$ cat config.mk
export PLATFORM = sky130hd
export DESIGN_NAME = conv_complex_mac
export DESIGN_NICKNAME = d
export VERILOG_FILES = /design/src/rtl/conv_complex_mac.sv
export SDC_FILE = /design/constraint.sdc
export NUM_CORES = 1
export LEC_CHECK = 0
export CAP_MARGIN = 5
export CORE_AREA = 2 2 307 309
export CTS_BUF_LIST = sky130_fd_sc_hd__clkbuf_8
export CTS_CLUSTER_DIAMETER = 100
export DETAILED_ROUTE_END_ITERATION = 12
export DIE_AREA = 0 0 309 311
export PLACE_DENSITY = 0.5
export SLEW_MARGIN = 40
export SYNTH_ARGS = -nofsm -noshare
export SYNTH_HDL_FRONTEND = slang
export SYNTH_SLANG_ARGS = --single-unit
$ cat constraint.sdc
create_clock -name clk -period 15.1 [get_ports clk]
set_input_delay 3.02 -clock clk [delete_from_list [all_inputs] [get_ports clk]]
set_output_delay 3.02 -clock clk [all_outputs]
set_load 0.03 [all_outputs]
$ cat src/rtl/conv_complex_mac.sv
// conv_complex_mac: sequential complex linear convolution on one time-multiplexed MAC; define CONV_ROUND_EN for round-half-up output
module conv_complex_mac #(
  parameter int QI = 4,
  parameter int QF = 4,
  parameter int NUM_ELEMS = 3,
  parameter int NUM_TAPS = 3
) (
  input  logic clk,
  input  logic rst,
  input  logic en,
  input  logic start,
  input  logic [2*(QI+QF)*NUM_TAPS-1:0] kernel,
  input  logic [2*(QI+QF)*NUM_ELEMS-1:0] signal,
  output logic [2*(QI+QF)*(NUM_ELEMS+NUM_TAPS-1)-1:0] conv,
  output logic busy,
  output logic done,
  output logic overflow
);
  localparam int W = QI + QF;
  localparam int N = NUM_ELEMS;
  localparam int K = NUM_TAPS;
  localparam int M = N + K - 1;
  localparam int A = 2*W + 1 + $clog2(K) + 1;
  localparam int NW = $clog2(M + 1);
  localparam int KW = $clog2(K + 1);
  localparam int SW = $clog2(N + 1);
  localparam logic signed [A:0] hi = {{(A+2-W){1'b0}}, {(W-1){1'b1}}};
  localparam logic signed [A:0] lo = {{(A+2-W){1'b1}}, {(W-1){1'b0}}};
`ifdef CONV_ROUND_EN
  localparam logic signed [A:0] rnd = (A+1)'(2**(QF-1));
`endif

  typedef enum logic [1:0] {st_idle, st_mac, st_store, st_done} state_t;

  state_t state, state_d;
  logic [2*W*K-1:0] kern_q;
  logic [2*W*N-1:0] sig_q;
  logic [2*W*M-1:0] conv_q;
  logic signed [A-1:0] acc_re, acc_im, t_re, t_im;
  logic [NW-1:0] n;
  logic [KW-1:0] k;
  logic [SW-1:0] sel;
  logic hit, ovf, done_q;
  int d;
  logic signed [W-1:0] kr, ki, sr, si;
  logic signed [2*W-1:0] p_rr, p_ii, p_ri, p_ir;
  logic [W:0] f_re, f_im;

  function automatic logic signed [A-1:0] sx(input logic signed [2*W-1:0] p);
    return {{(A-2*W){p[2*W-1]}}, p};
  endfunction

  // returns {clipped, value}; the extra bit keeps the rounding add from wrapping
  function automatic logic [W:0] fix(input logic signed [A-1:0] a);
    logic signed [A:0] v;
    v = {a[A-1], a};
`ifdef CONV_ROUND_EN
    v = v + rnd;
`endif
    v = v >>> QF;
    return v > hi ? {1'b1, hi[W-1:0]} : v < lo ? {1'b1, lo[W-1:0]} : {1'b0, v[W-1:0]};
  endfunction

  always_comb begin
    d = int'(n) - int'(k);
    hit = d >= 0 && d < N;
    sel = hit ? SW'(d) : '0;
    kr = kern_q[2*W*k+W +: W];
    ki = kern_q[2*W*k +: W];
    sr = hit ? sig_q[2*W*sel+W +: W] : '0;
    si = hit ? sig_q[2*W*sel +: W] : '0;
    p_rr = (2*W)'(kr) * (2*W)'(sr);
    p_ii = (2*W)'(ki) * (2*W)'(si);
    p_ri = (2*W)'(kr) * (2*W)'(si);
    p_ir = (2*W)'(ki) * (2*W)'(sr);
    t_re = sx(p_rr) - sx(p_ii);
    t_im = sx(p_ri) + sx(p_ir);
    f_re = fix(acc_re);
    f_im = fix(acc_im);
  end

  always_comb begin
    state_d = state;
    case (state)
      st_idle:  state_d = start ? st_mac : st_idle;
      st_mac:   state_d = k == KW'(K-1) ? st_store : st_mac;
      st_store: state_d = n == NW'(M-1) ? st_done : st_mac;
      default:  state_d = st_idle;
    endcase
  end

  always_ff @(posedge clk or negedge rst)
    if (!rst) state <= st_idle;
    else if (en) state <= state_d;

  always_ff @(posedge clk or negedge rst)
    if (!rst) begin
      kern_q <= '0;
      sig_q <= '0;
      conv_q <= '0;
      acc_re <= '0;
      acc_im <= '0;
      n <= '0;
      k <= '0;
      ovf <= 1'b0;
      done_q <= 1'b0;
    end else if (en) begin
      done_q <= state == st_done;
      if (state == st_idle && start) begin
        kern_q <= kernel;
        sig_q <= signal;
        conv_q <= '0;
        ovf <= 1'b0;
        acc_re <= '0;
        acc_im <= '0;
        n <= '0;
        k <= '0;
      end else if (state == st_mac) begin
        acc_re <= acc_re + t_re;
        acc_im <= acc_im + t_im;
        k <= k == KW'(K-1) ? k : k + KW'(1);
      end else if (state == st_store) begin
        conv_q[2*W*n +: 2*W] <= {f_re[W-1:0], f_im[W-1:0]};
        ovf <= ovf | f_re[W] | f_im[W];
        acc_re <= '0;
        acc_im <= '0;
        k <= '0;
        n <= n == NW'(M-1) ? n : n + NW'(1);
      end
    end

  assign conv = conv_q;
  assign busy = state == st_mac || state == st_store;
  assign done = done_q;
  assign overflow = ovf;
endmodule
Word level (Yosys, flattened, before mapping)
Index checks and enable logic that the tools add are counted.
{"block": "classes", "n_addsub": 10, "mul": 4, "n_div": 0, "n_lt_le_gt_ge": 6, "n_eq_ne": 8, "n_shift": 6, "muxes": 31, "bitwise": 2, "n_reduce_logical": 11}
{"cell": "80-bit 2-to-1 mux", "n": 3}
{"cell": "20-bit 2-to-1 mux", "n": 5}
{"cell": "48-bit by 7-bit variable part select with 8-bit output", "n": 2}
{"cell": "48-bit by 8-bit variable part select with 8-bit output", "n": 2}
{"cell": "80-bit bitwise mux", "n": 1}
{"cell": "16-bit by 34-bit variable shift with 80-bit output (first input constant)", "n": 1}
{"cell": "16-bit by 34-bit variable part select with 80-bit output", "n": 1}
{"cell": "8-bit by 8-bit multiplier with 16-bit output", "n": 4}
{"cell": "20-bit by 17-bit adder with 20-bit output", "n": 2}
{"cell": "9-bit 2-to-1 mux", "n": 4}
{"cell": "7-bit negation with 34-bit output", "n": 1}
{"cell": "16-bit by 8-bit > comparator with 1-bit output (second input constant)", "n": 2}
{"cell": "16-bit by 8-bit < comparator with 1-bit output (second input constant)", "n": 2}
{"cell": "16-bit by 16-bit adder with 17-bit output", "n": 1}
{"cell": "16-bit by 16-bit subtractor with 17-bit output", "n": 1}
{"cell": "8-bit 2-to-1 mux", "n": 2}
{"cell": "6-bit by 4-bit adder with 7-bit output (second input constant)", "n": 2}
{"cell": "2-bit 2-to-1 mux", "n": 7}
{"cell": "3-bit 2-to-1 mux", "n": 4}
{"cell": "2-bit == test (second input constant)", "n": 3}
{"cell": "2-bit one-hot mux with 3 select lines", "n": 1}
{"cell": "3-bit AND reduction", "n": 2}
{"cell": "4-bit by 1-bit greater-or-equal comparator with 1-bit output (second input constant)", "n": 1}
{"cell": "4-bit by 3-bit < comparator with 1-bit output (second input constant)", "n": 1}
{"cell": "17 further kinds", "n": 23}
{"block": "word_totals", "ff_bits": 225, "latchBits": 0, "ramBits": 0, "rom_bits": 0, "word_cells": 88, "n_memories": 0}

Longest topological paths before layout
{"block": "depth", "depth_word": 12, "depth_mapped": 31}

Worst setup path after synthesis
Ideal clock, no wire load.
{"block": "synth_timing", "path_kind": "reg-to-reg", "start": "register k[1]", "end": "register acc_im[19]", "setup_time_ns": 0.121, "arrival_ns": 7.477, "required_ns": 14.979, "setup_slack_ns": 7.502, "stages_incl_launch_ff": 25, "path_buffers": 4, "cell_sequence": "dfrtp_1 -> buf_4 -> buf_2 -> inv_1 -> fa_1 -> clkbuf_1 -> and3_1 -> o21ai_0 -> buf_2 -> nor2_1 -> fa_1 -> fa_1 -> fa_1 -> fa_1 -> fa_1 -> inv_1 -> fa_1 -> inv_1 -> ha_1 -> and3_1 -> a2111oi_0 -> o21a_1 -> a2bb2oi_1 -> xnor2_1 -> a22o_1"}
{"block": "synth_via", "elab_chain_len": 12, "elab_cells_between_ends": 19, "cone_classes": "5 x add/sub; 2 x mul; 2 x order compare; 4 x shift; 5 x mux; 1 x reduce/logical"}
{"element": "start: declaration", "line": "41", "rtl": "logic [KW-1:0] k;"}
{"element": "start signal: assignment", "line": "121", "rtl": "k <= k == KW'(K-1) ? k : k + KW'(1);"}
{"element": "3-bit by 2-bit subtractor with 4-bit output", "line": "65", "rtl": "d = int'(n) - int'(k);"}
{"element": "4-bit by 1-bit greater-or-equal comparator with 1-bit output / 4-bit by 3-bit < comparator with 1-bit output (equally long branches)", "line": "66", "rtl": "hit = d >= 0 && d < N;"}
{"element": "1-bit logical AND", "line": "66"}
{"element": "2-bit 2-to-1 mux", "line": "67", "rtl": "sel = hit ? SW'(d) : '0;"}
{"element": "6-bit by 4-bit adder with 7-bit output", "line": "70", "rtl": "sr = hit ? sig_q[2*W*sel+W +: W] : '0;"}
{"element": "48-bit by 8-bit variable part select with 8-bit output", "line": "70"}
{"element": "8-bit 2-to-1 mux", "line": "70"}
{"element": "8-bit by 8-bit multiplier with 16-bit output", "line": "75", "rtl": "p_ir = (2*W)'(ki) * (2*W)'(sr);"}
{"element": "16-bit by 16-bit adder with 17-bit output *", "line": "77", "rtl": "t_im = sx(p_ri) + sx(p_ir);"}
{"element": "20-bit by 17-bit adder with 20-bit output *", "line": "120", "rtl": "acc_im <= acc_im + t_im;"}
{"element": "20-bit 2-to-1 mux *", "line": "118", "rtl": "end else if (state == st_mac) begin"}
{"element": "20-bit 2-to-1 mux *", "line": "109", "rtl": "if (state == st_idle && start) begin"}
{"element": "end signal: assignment", "line": "120"}
{"element": "end: declaration", "line": "39", "rtl": "logic signed [A-1:0] acc_re, acc_im, t_re, t_im;"}
Mark *: on every way between the ends. The rest lies on a longest branch, timed or not.
A chain may end at the register's enable or synchronous reset.

Worst setup path after layout
{"block": "layout_timing", "start": "register k[0]", "end": "register acc_im[14]"}
Same word-level chain as after synthesis.

==> results.yml <==
logic_synthesis:
  synth_top_cell_area_share_pct: 30.3
  synth_cells: 2543
  synth_area_per_cell_um2: 9.03
  yosysWarningCount: 0
  synth_area_leaders: "fa_1 30%, dfrtp_1 25%, ha_1 9.3%"
  syn_area_mm2: 0.0230
  async_flop_share_pct: 100
  ys_seq_elements: 225
  synth_top_area_cell: "fa_1"
  synth_fp_nets: 3161
  ys_seq_area_share_pct: 24.5
  ys.flop_type: "dfrtp_1"
  synth-edff-count: 0
  netlist_top_cells_count: "522 x inv_1, 480 x nand2_1, 347 x fa_1"
  synthDistinctLibCells: 67
  yosys.cell_count.top_type: "inv_1"
sta:
  fin_crit_sh_pct: 59.1
  min_period_ns: 8.92
  hold_viol: 0
  slew_viol_final: 0
  rsz0062_at_grt: "false"
  clock_skew_ns: 0.0472
  tightest_slew_ns: 0.848
  hold_ws_ns: 0.470
  finalSetupViolCount: 0
  slew-limit-headroom_pct: 43.5
  fmax_ghz: 0.112
  setup_tns_ns: 0
drt:
  wl_per_cell_um: 16.4
  vias: 17100
  vias_per_cell: 4.28
  wl_met3_um: 3110
  wl_met1_um: 28500
  drc: 0
  ant_nets: 0
  wl_met2_um: 32700
  drtPass1Iterations: 5
  wirelength_um: 65600
  routed.top_layer: "met4"
  drt_iter0_drc: 974
floorplan:
  pin_count: 183
  die_area_mm2: 0.0961
  coreArea_mm2: 0.0928
  num_rows: 112
  die-width_um: 309
  initial_utilization_pct: 24.8
  die_y_um: 311
global_routing:
  grt_usage_pct: 14.1
  grt_max_degree: 95
  grt_pass1_vias: 18500
  grt_pass1_wl_um: 105000
  grt_overflow: 0
  antenna_found_initial: 1
critical_path:
  r2r_start: "k[0]"
  worstSetupPathType: "register to register"
  r2r-end: "acc_im[14]"
  r2r_slack_ns: 6.18
  r2r_cells: 25
  cp-startpoint: "k[0]"
  startpoint_type: "register"
  end_kind: "register"
  arrival_ns: 9.39
  crit_fanout: 22
  worstPathRequired_ns: 15.57
clock_tree:
  ctsResizeCount: 0
  clk_pin_slew_ns: 0.06
  cts.path.max_buffers: 3
  ctsHtreeMaxLevel: 2
  clk_latency_ns: 0.62
  cts_tree: "built"
  numCtsBuffers: 44
  post_cts_buffers: 0
  hold_buffers: 0
  clock-root-buffer: "clkbuf_8"
  cts_sinks: 225
placement:
  hpwl_um: 53400
  place_congestion: 0.856
  port_buffers: 182
layout:
  drive_gt1_share_pct: 4.93
  syn2layout_area_growth_pct: 18.3
  fillers: 10000
  nets: 3328
  final_util_pct: 29.3
run_status:
  run_status: "finished, final reports clean"
hold_path:
  holdCritPathClass: "register to register"
  hold_path_depth: 2
  hold_path_end: "sig_q[43]"
  min-delay-start: "sig_q[43]"
job:
  drv_cap: 0
[state kept, by name, indices dropped and copies added, names as in the netlist]
signal and count:
overflow 1, n 3, state 2, acc_re 20, conv 80, kern_q 48
k 2, sig_q 48, done 1, acc_im 20
[cells in the final DEF (no fill, tap or decap), drive strengths merged, types with 21 or more instances in the layout]
master / instances
a21oi: 56
dfrtp: 225
mux2i: 33
fa: 347
inv: 537
ha: 171
nor2: 224
nand3: 21
nand2: 480
xnor2: 29
clkbuf: 53
clkdlybuf4s50: 181
o21ai: 148
a21o: 22
buf: 28
[how the worst max path moves through the flow]
stage,cells after the start,to
finish,25,acc_im[14]
global route,25,acc_im[16]
CTS,25,acc_im[14]
detailed placement,25,acc_im[14]
global placement,25,acc_im[14]
floorplan,24,acc_im[19]
[cell families (layout without fill, tap and decap cells)]
group | Yosys count | after routing | synth area share, %
and+or+nand+nor | 810 | 810 | 14.4
buffers and inverters | 610 | 805 | 10.2
adders and majority gates | 518 | 518 | 39.6
AOI/OAI and AO/OA | 303 | 303 | 8.11
DFF | 225 | 225 | 24.5
xor gates and xnor gates | 43 | 43 | 1.70
muxes | 34 | 34 | 1.49
other | 0 | 2 | 0
[layer usage]
layer / vias to the layer above / GRT usage [%]
met5: - / 0
met4: 0 / 3.23
met3: 76 / 2.10
met2: 359 / 24.6
met1: 8585 / 18.2
li1: 8083 / -
[layout make-up]
type | count | area (um^2) | share of cell area, %
timing repair buffer | 209 | 2040 | 7.51
clock inverter | 21 | 144 | 0.530
antenna | 2 | 5.00 | 0.0184
tap | 1254 | 1570 | 5.78
inverter | 522 | 1960 | 7.22
sequential | 225 | 5630 | 20.7
clock buffer | 53 | 729 | 2.69
multi-input combinational | 1708 | 15100 | 55.5
[metrics by stage]
| step | area, um^2 | instances | worst slack, ns |
|---|---|---|---|
| global placement | 26200 | 3917 | 5.95 |
| finish | 27200 | 3994 | 6.18 |
| CTS | 27100 | 3992 | 6.12 |
| detailed placement | 26200 | 3918 | 6.16 |
| global route | 27200 | 3994 | 5.32 |
| floorplan | 23000 | 2543 | 7.50 |
[critical path, stage by stage, from the launching register on]
cell	delay, ns
dfrtp_1	0.72
ha_1	0.28
inv_1	0.05
fa_1	0.93
and2_1	0.44
nand2_1	0.08
o21ai_0	0.15
nand2_1	0.47
nor2_2	0.65
inv_1	0.14
fa_1	0.53
fa_1	0.51
inv_1	0.05
fa_1	0.46
fa_1	0.52
fa_1	0.55
inv_1	0.05
fa_1	0.52
inv_1	0.04
ha_1	0.33
o21a_1	0.14
o21ai_0	0.10
a211oi_1	0.44
nor2_1	0.12
o2111a_1	0.26
a221o_1	0.25
Power is not shown: default switching activity piles up to over one toggle a cycle in this logic, so the estimate is an artifact.
